**src/rtl/mem_arb_pkg.sv**
```systemverilog
// Shared types and constants for the two-port data-memory arbiter.
// Holds the FSM state enum, the latched request record and the port ids.
package mem_arb_pkg;

    localparam int DATA_W = 32;
    localparam int ADDR_W = 32;

    localparam logic PORT_CPU = 1'b0;
    localparam logic PORT_AUX = 1'b1;

    typedef enum logic [1:0] {
        IDLE  = 2'd0,
        ISSUE = 2'd1,
        RESP  = 2'd2
    } arb_state_t;

    // acc_type carries the funct3 access type through unchanged
    typedef struct packed {
        logic              we;
        logic [ADDR_W-1:0] addr;
        logic [DATA_W-1:0] wdata;
        logic [2:0]        acc_type;
    } mem_req_t;

endpackage

```
**src/rtl/rr_picker.sv**
```systemverilog
// Combinational two-way round-robin winner select.
// A lone valid port always wins; on a tie rr_ptr_i names the winner.
module rr_picker
    import mem_arb_pkg::*;
(
    input  logic [1:0] valid_i,
    input  logic       rr_ptr_i,
    output logic [1:0] grant_o
);

    always_comb begin
        grant_o = 2'b00;
        if (valid_i[0] && (!valid_i[1] || rr_ptr_i == PORT_CPU)) begin
            grant_o[0] = 1'b1;
        end
        if (valid_i[1] && (!valid_i[0] || rr_ptr_i == PORT_AUX)) begin
            grant_o[1] = 1'b1;
        end
    end

endmodule

```
**src/rtl/mem_arbiter.sv**
```systemverilog
// Two-port arbiter sharing one synchronous-read data memory (IDLE -> ISSUE -> RESP).
// Define MEM_ARB_STATS_EN to add per-port handshake counters grant0_cnt/grant1_cnt.
module mem_arbiter
    import mem_arb_pkg::*;
#(
    parameter int WIDTH      = DATA_W,
    parameter int ADDR_WIDTH = ADDR_W
) (
    input  logic                  CLK,
    input  logic                  rst,
    input  logic                  req0_valid,
    output logic                  req0_ready,
    input  logic                  req0_we,
    input  logic [ADDR_WIDTH-1:0] req0_addr,
    input  logic [WIDTH-1:0]      req0_wdata,
    input  logic [2:0]            req0_type,
    output logic                  rsp0_valid,
    output logic [WIDTH-1:0]      rsp0_rdata,
    input  logic                  req1_valid,
    output logic                  req1_ready,
    input  logic                  req1_we,
    input  logic [ADDR_WIDTH-1:0] req1_addr,
    input  logic [WIDTH-1:0]      req1_wdata,
    input  logic [2:0]            req1_type,
    output logic                  rsp1_valid,
    output logic [WIDTH-1:0]      rsp1_rdata,
    output logic                  mem_en,
    output logic                  mem_we,
    output logic [ADDR_WIDTH-1:0] mem_addr,
    output logic [WIDTH-1:0]      mem_wdata,
    output logic [2:0]            mem_type,
    input  logic [WIDTH-1:0]      mem_rdata,
`ifdef MEM_ARB_STATS_EN
    output logic [31:0]           grant0_cnt,
    output logic [31:0]           grant1_cnt,
`endif
    output logic [1:0]            dbg_state_o
);

    arb_state_t state_q, state_d;
    logic       rr_ptr_q, rr_ptr_d;
    logic       owner_q, owner_d;
    mem_req_t   req_q, req_d;
    logic [1:0] grant;
    logic       hs0, hs1;

    rr_picker u_picker (
        .valid_i  ({req1_valid, req0_valid}),
        .rr_ptr_i (rr_ptr_q),
        .grant_o  (grant)
    );

    // Handshake: a request transfers in the cycle where valid && ready are both 1.
    // Ready is raised only in IDLE, only for the picker's winner, and never
    // depends on the other port's ready; requesters hold fields stable until then.
    always_comb begin
        state_d    = state_q;
        rr_ptr_d   = rr_ptr_q;
        owner_d    = owner_q;
        req_d      = req_q;
        req0_ready = 1'b0;
        req1_ready = 1'b0;
        hs0        = 1'b0;
        hs1        = 1'b0;
        mem_en     = 1'b0;
        mem_we     = 1'b0;
        mem_addr   = '0;
        mem_wdata  = '0;
        mem_type   = '0;
        rsp0_valid = 1'b0;
        rsp0_rdata = '0;
        rsp1_valid = 1'b0;
        rsp1_rdata = '0;
        case (state_q)
            IDLE: begin
                req0_ready = grant[0];
                req1_ready = grant[1];
                hs0        = req0_valid && grant[0];
                hs1        = req1_valid && grant[1];
                if (hs0) begin
                    req_d    = '{we: req0_we, addr: ADDR_W'(req0_addr),
                                 wdata: DATA_W'(req0_wdata), acc_type: req0_type};
                    owner_d  = PORT_CPU;
                    rr_ptr_d = PORT_AUX;
                    state_d  = ISSUE;
                end else if (hs1) begin
                    req_d    = '{we: req1_we, addr: ADDR_W'(req1_addr),
                                 wdata: DATA_W'(req1_wdata), acc_type: req1_type};
                    owner_d  = PORT_AUX;
                    rr_ptr_d = PORT_CPU;
                    state_d  = ISSUE;
                end
            end
            ISSUE: begin
                mem_en    = 1'b1;
                mem_we    = req_q.we;
                mem_addr  = ADDR_WIDTH'(req_q.addr);
                mem_wdata = WIDTH'(req_q.wdata);
                mem_type  = req_q.acc_type;
                state_d   = RESP;
            end
            RESP: begin
                if (owner_q == PORT_CPU) begin
                    rsp0_valid = 1'b1;
                    rsp0_rdata = req_q.we ? '0 : mem_rdata;
                end else begin
                    rsp1_valid = 1'b1;
                    rsp1_rdata = req_q.we ? '0 : mem_rdata;
                end
                state_d = IDLE;
            end
            default: state_d = IDLE;
        endcase
    end

    always_ff @(posedge CLK) begin
        if (rst) begin
            state_q  <= IDLE;
            rr_ptr_q <= PORT_CPU;
            owner_q  <= PORT_CPU;
            req_q    <= '0;
        end else begin
            state_q  <= state_d;
            rr_ptr_q <= rr_ptr_d;
            owner_q  <= owner_d;
            req_q    <= req_d;
        end
    end

    assign dbg_state_o = state_q;

`ifdef MEM_ARB_STATS_EN
    logic [31:0] grant0_cnt_q, grant1_cnt_q;

    always_ff @(posedge CLK) begin
        if (rst) begin
            grant0_cnt_q <= '0;
            grant1_cnt_q <= '0;
        end else begin
            if (hs0) grant0_cnt_q <= grant0_cnt_q + 32'd1;
            if (hs1) grant1_cnt_q <= grant1_cnt_q + 32'd1;
        end
    end

    assign grant0_cnt = grant0_cnt_q;
    assign grant1_cnt = grant1_cnt_q;
`endif

endmodule

```
**config.mk**
```make
export PLATFORM = sky130hd
export DESIGN_NAME = mem_arbiter
export DESIGN_NICKNAME = d
export VERILOG_FILES = /design/src/rtl/mem_arb_pkg.sv /design/src/rtl/rr_picker.sv /design/src/rtl/mem_arbiter.sv
export SDC_FILE = /design/constraint.sdc
export NUM_CORES = 1
export LEC_CHECK = 0
export BUFFER_PORTS_ARGS = -buffer_cell sky130_fd_sc_hd__buf_2
export CELL_PAD_IN_SITES_DETAIL_PLACEMENT = 1
export CELL_PAD_IN_SITES_GLOBAL_PLACEMENT = 2
export CORE_MARGIN = 5
export CORE_UTILIZATION = 18
export DETAILED_ROUTE_END_ITERATION = 16
export PLACE_DENSITY_LB_ADDON = 0.1
export SETUP_SLACK_MARGIN = 0.2
export SYNTH_ARGS = -nofsm -noshare
export SYNTH_HDL_FRONTEND = slang
export SYNTH_SLANG_ARGS = --single-unit
export TNS_END_PERCENT = 50
```
**constraint.sdc**
```tcl
create_clock -name CLK -period 1.5 [get_ports CLK]
set_input_delay 0.075 -clock CLK [delete_from_list [all_inputs] [get_ports CLK]]
set_output_delay 0.075 -clock CLK [all_outputs]
set_load 0.02 [all_outputs]
```
Word-level counts from Yosys, hierarchy flattened
Cells that the tools add are included.
- input port bits: 172
- logic and storage cells: 49
- output and inout port bits: 139
- register bits: 72
- mux-type cells: 27
- bitwise gates (word level): 1
- equality and inequality tests: 3
- reduce and logical (&&, ||, !) cells: 11
- operator list (kind ; number):
    two-way mux 32 bit ; 7
    two-way mux 68 bit ; 2
    two-way mux 1 bit ; 14
    logical AND 1 bit ; 4
    two-way mux 2 bit ; 2
    case mux 2 bit (2 select lines) ; 1
    two-way mux 3 bit ; 1
    != test 3 bit (second input constant) ; 1
    equality test 2 x 1 -> 1 bit (second input constant) ; 1
    equality test 2 bit (second input constant) ; 1
    zero test 1 bit ; 2
    zero test 2 bit ; 1
    logical OR 1 bit ; 2
    AND reduction 2 bit ; 1
    nonzero test 2 bit ; 1
    NOT 1 bit ; 1

Longest topological paths before layout
- depth after elaboration: 8
- gate-level depth with buffers: 7
- depth with buffers taken out: 3

Hierarchy
Synthesis repeated with hierarchy kept, for this count alone.
- cells, all modules: 517
- area total of the unflattened synthesis: 4596.9 µm²
- modules (own cells, without submodules) (module ; seq. area each (µm²) ; instances ; cells an instance ; area an instance (µm²)):
    mem_arbiter ; 1441.4 ; 1 ; 514 ; 4578.1
    rr_picker ; 0.0 ; 1 ; 3 ; 18.8

Least setup slack after synthesis
Ideal clock, no wire load.
- kind: flip-flop to output port
- from: register state_q[1] (netlist: dbg_state_o[1])
- to: output port rsp0_rdata[27]
- data required time: 1.425 ns
- data arrival time: 1.615 ns
- buffers on the path: 2
- path slack: -0.190 ns
- cell stages (with the launch flop): 5
- path through: dfxtp_1 or3b_2 clkbuf_1 clkbuf_1 nor2_1
- word-level cells in the longest chain between the ends: 2
- ends and longest elaborated chain (what ; line ; text):
    from (decl) ; mem_arbiter.sv:40 ; arb_state_t state_q, state_d;
    from (signal assigned) ; mem_arbiter.sv:123 ; state_q <= state_d;
    equality test 2 bit ; mem_arbiter.sv:74 ; case (state_q)
    two-way mux 32 bit ; mem_arbiter.sv:74 ;
    to (decl) ; mem_arbiter.sv:18 ; output logic [WIDTH-1:0] rsp0_rdata,
Every way passes these cells.

Worst setup path after layout
- from: register state_q[0] (netlist: dbg_state_o[0])
- to: output port mem_wdata[20]
- word-level cells in the longest chain between the ends: 2
- ends and longest elaborated chain (what ; line ; text):
    equality test 2 x 1 -> 1 bit ; mem_arbiter.sv:74 ;
    two-way mux 32 bit ; mem_arbiter.sv:74 ;
    to (decl) ; mem_arbiter.sv:30 ; output logic [WIDTH-1:0] mem_wdata,
Every way passes these cells.

==> flow_summary.json <==
{
  "status": "finished with violations",
  "violations": "setup timing",
  "clock_skew_ps": 9.63,
  "tightestPinTransition_ps": 609,
  "nets": 1176,
  "crit_fanout": 8,
  "fin_ws_ps": -217,
  "critical_path.top_delay_family": "buffers and inverters",
  "rows": 56,
  "clk_pin_slew_worst_paths_ps": 60,
  "cts_buffer_depth": 2,
  "fin_tns_setup_ps": -18160,
  "cp-end-kind": "output port",
  "synth_nets": 764,
  "area_growth_pct": 128,
  "ir_drop_v": 0.000514,
  "die_h_um": 163,
  "crit_buf_inv": 5,
  "core_um2": 23300,
  "fillers": 2717,
  "crit_path_start_kind": "flip-flop",
  "cts-root-buf": "clkbuf_16",
  "dpl.hpwl_mm": 16.3,
  "hold_violations": 0,
  "maxCapViolCount": 0,
  "seqCellArea_um2": 1450,
  "drc_errors": 0,
  "drtIter0Drc": 143,
  "power_density_nw_per_um2": 749,
  "first_pass_iters": 6,
  "wl_per_cell_um": 19.3,
  "ys_warn_count": 0,
  "yosysTopAreaCell": "dfxtp_1",
  "p_leak_nw": 4.24,
  "grt_pass1_wl_mm": 37.1,
  "clock_sinks": 72,
  "clk_latency_ps": 350,
  "holdWs_ps": 10.2,
  "routabilityCongestion": 0.774,
  "timing.fmax_ghz": 0.583,
  "cts_max_level": 3,
  "final_max_slew_viol_count": 0,
  "portBuffers": 310,
  "dp_cells": 1182,
  "start_util_pct": 18.2,
  "worst_path_max_delay_cell": "dfxtp_4",
  "routed_via_density": 4.43,
  "postRouteAntennaNets": 0,
  "hold_class": "primary input to flip-flop",
  "synth_top_area_share_pct": 34.1,
  "crit_chain": "nor2b_4 > buf_6 > buf_16 > buf_12 > buf_16 > and2_4 > buf_6",
  "routed_wl_mm": 25.7,
  "power.total_w": 0.00720,
  "synth_area_um2": 4230,
  "num_vias": 5890,
  "rsz0062_at_grt": "yes",
  "relSlewSlack_pct": 59.4,
  "antenna_found_initial": 5,
  "worst-endpoint-arrival_ps": 1640,
  "multi_input_area_um2": 3100,
  "die_w_um": 163,
  "fin_util_pct": 41.4,
  "numCtsBuffers": 9,
  "cp_slowest_stage_delay_ps": 360,
  "fin_crit_sh_pct": 114,
  "synth_area_per_cell_um2": 7.14,
  "yosysSeqAreaShare_pct": 34.1,
  "ys_ff_latch": 72,
  "worst-endpoint-required_ps": 1420,
  "finalNonFillerCells": 1330,
  "io_pins": 311,
  "setup_viol": 153,
  "grt_max_degree": 73,
  "grt_usage_pct": 17.8,
  "cts_tree": "built",
  "critical_path_class": "flip-flop to output port",
  "drive_above_1_share_pct": 53.4,
  "synthTopCellsByArea": "dfxtp_1 34%, a311oi_1 12%, nand2_1 12%",
  "min_period_ps": 1720,
  "grt_overflow": 0,
  "synth_cell_types": 24,
  "grt_pass1_vias": 6550,
  "syn_inst": 592,
  "dieArea_um2": 26600
}
==> synthesized netlist by cell type, drive strengths merged <==
cell type / n
a21bo: 1
a21boi: 2
a21oi: 70
a311oi: 68
and2: 69
buf: 16
clkbuf: 47
dfxtp: 72
inv: 3
nand2: 137
nand2b: 32
nand3: 1
nand3b: 1
nor2: 65
nor2b: 3
nor3: 1
o21ba: 1
or2: 1
or3b: 2
==> logic make-up after synthesis <==
group           Yosys count  share of synthesized area [%]
buf+inv                  66                           6.93
compound gates          142                           24.6
simple gates            312                           34.3
flops                    72                           34.1
==> cell type report <==
| cell class | count | share of cell area [%] |
|---|---|---|
| timing repair buffer | 464 | 45.5 |
| multi-input combinational | 454 | 32.2 |
| sequential | 72 | 15.1 |
| tap | 319 | 4.15 |
| clock buffer | 10 | 2.48 |
| clock inverter | 6 | 0.455 |
| inverter | 3 | 0.169 |
| antenna | 2 | 0.0520 |
==> power breakdown <==
group | total [W] | switching, W | internal, W
logic | 0.00282 | 0.00136 | 0.00146
clock network | 0.00212 | 0.000946 | 0.00117
registers | 0.00227 | 0.000130 | 0.00214
total | 0.00720 | 0.00244 | 0.00477
==> registers in the layout (all words and copies together) (netlist names) <==
register / flops
dbg_state_o: 2
owner_q: 1
req_q: 68
rr_ptr_q: 1
==> through the flow <==
stage          instance area (µm²)  setup WS [ps]
4_1_cts                       9070           -224
3_3_place_gp                  6520           96.9
2_1_floorplan                 4540            143
6_report                      9620           -217
3_5_place_dp                  6520          -45.3
5_1_grt                       9620           -286
==> tightest hold or removal path, delay by kind of cell <==
| family | cells | cell delay [ps] |
|---|---|---|
| compound gates | 1 | 80 |
| buf+inv | 1 | 100 |
| simple gates | 1 | 50 |
==> timing repair <==
item | in CTS | in global routing
buffers inserted | 16 | 6
gates resized for setup | 311 | 86
cloned | 9 | 8
pin swaps | 61 | 70
hold buffers | 91 | 0
endpoints found under the setup margin | 198 | 209
endpoints found under the hold margin | 52 | 0
==> final timing paths <==
check | slack, ps | start | to | cells after the start
min reg2reg | 510 | req_q[38] | req_q[38] | 2
max | -220 | dbg_state_o[0] | mem_wdata[20] | 7
min | 10 | req0_addr[28] | req_q[63] | 3
max reg2reg | -50 | dbg_state_o[0] | req_q[61] | 7
==> layout by cell type, fill, tap and decap left out, drive strengths merged <==
| master | Yosys | layout |
|---|---|---|
| a21bo | 1 | 1 |
| a21boi | 2 | 2 |
| a21oi | 70 | 70 |
| a311oi | 68 | 68 |
| and2 | 69 | 69 |
| buf | 16 | 365 |
| clkbuf | 47 | 18 |
| clkinv | 0 | 2 |
| clkinvlp | 0 | 4 |
| dfxtp | 72 | 72 |
| diode | 0 | 2 |
| dlygate4sd3 | 0 | 91 |
| inv | 3 | 3 |
| nand2 | 137 | 137 |
| nand2b | 32 | 32 |
| nand3 | 1 | 1 |
| nand3b | 1 | 1 |
| nor2 | 65 | 65 |
| nor2b | 3 | 3 |
| nor3 | 1 | 1 |
| o21ba | 1 | 1 |
| or2 | 1 | 1 |
| or3b | 2 | 2 |
==> per-layer routing <==
layer / vias to the layer above / global-route usage, % / wire length [µm]
met3: 25 / 4.34 / 1510
li1: 2852 / - / -
met1: 2811 / 20.8 / 10500
met2: 196 / 32.4 / 13300
met5: - / 0 / 44
met4: 6 / 4.92 / 335
No activity file was read; power rests on OpenSTA's default activity.
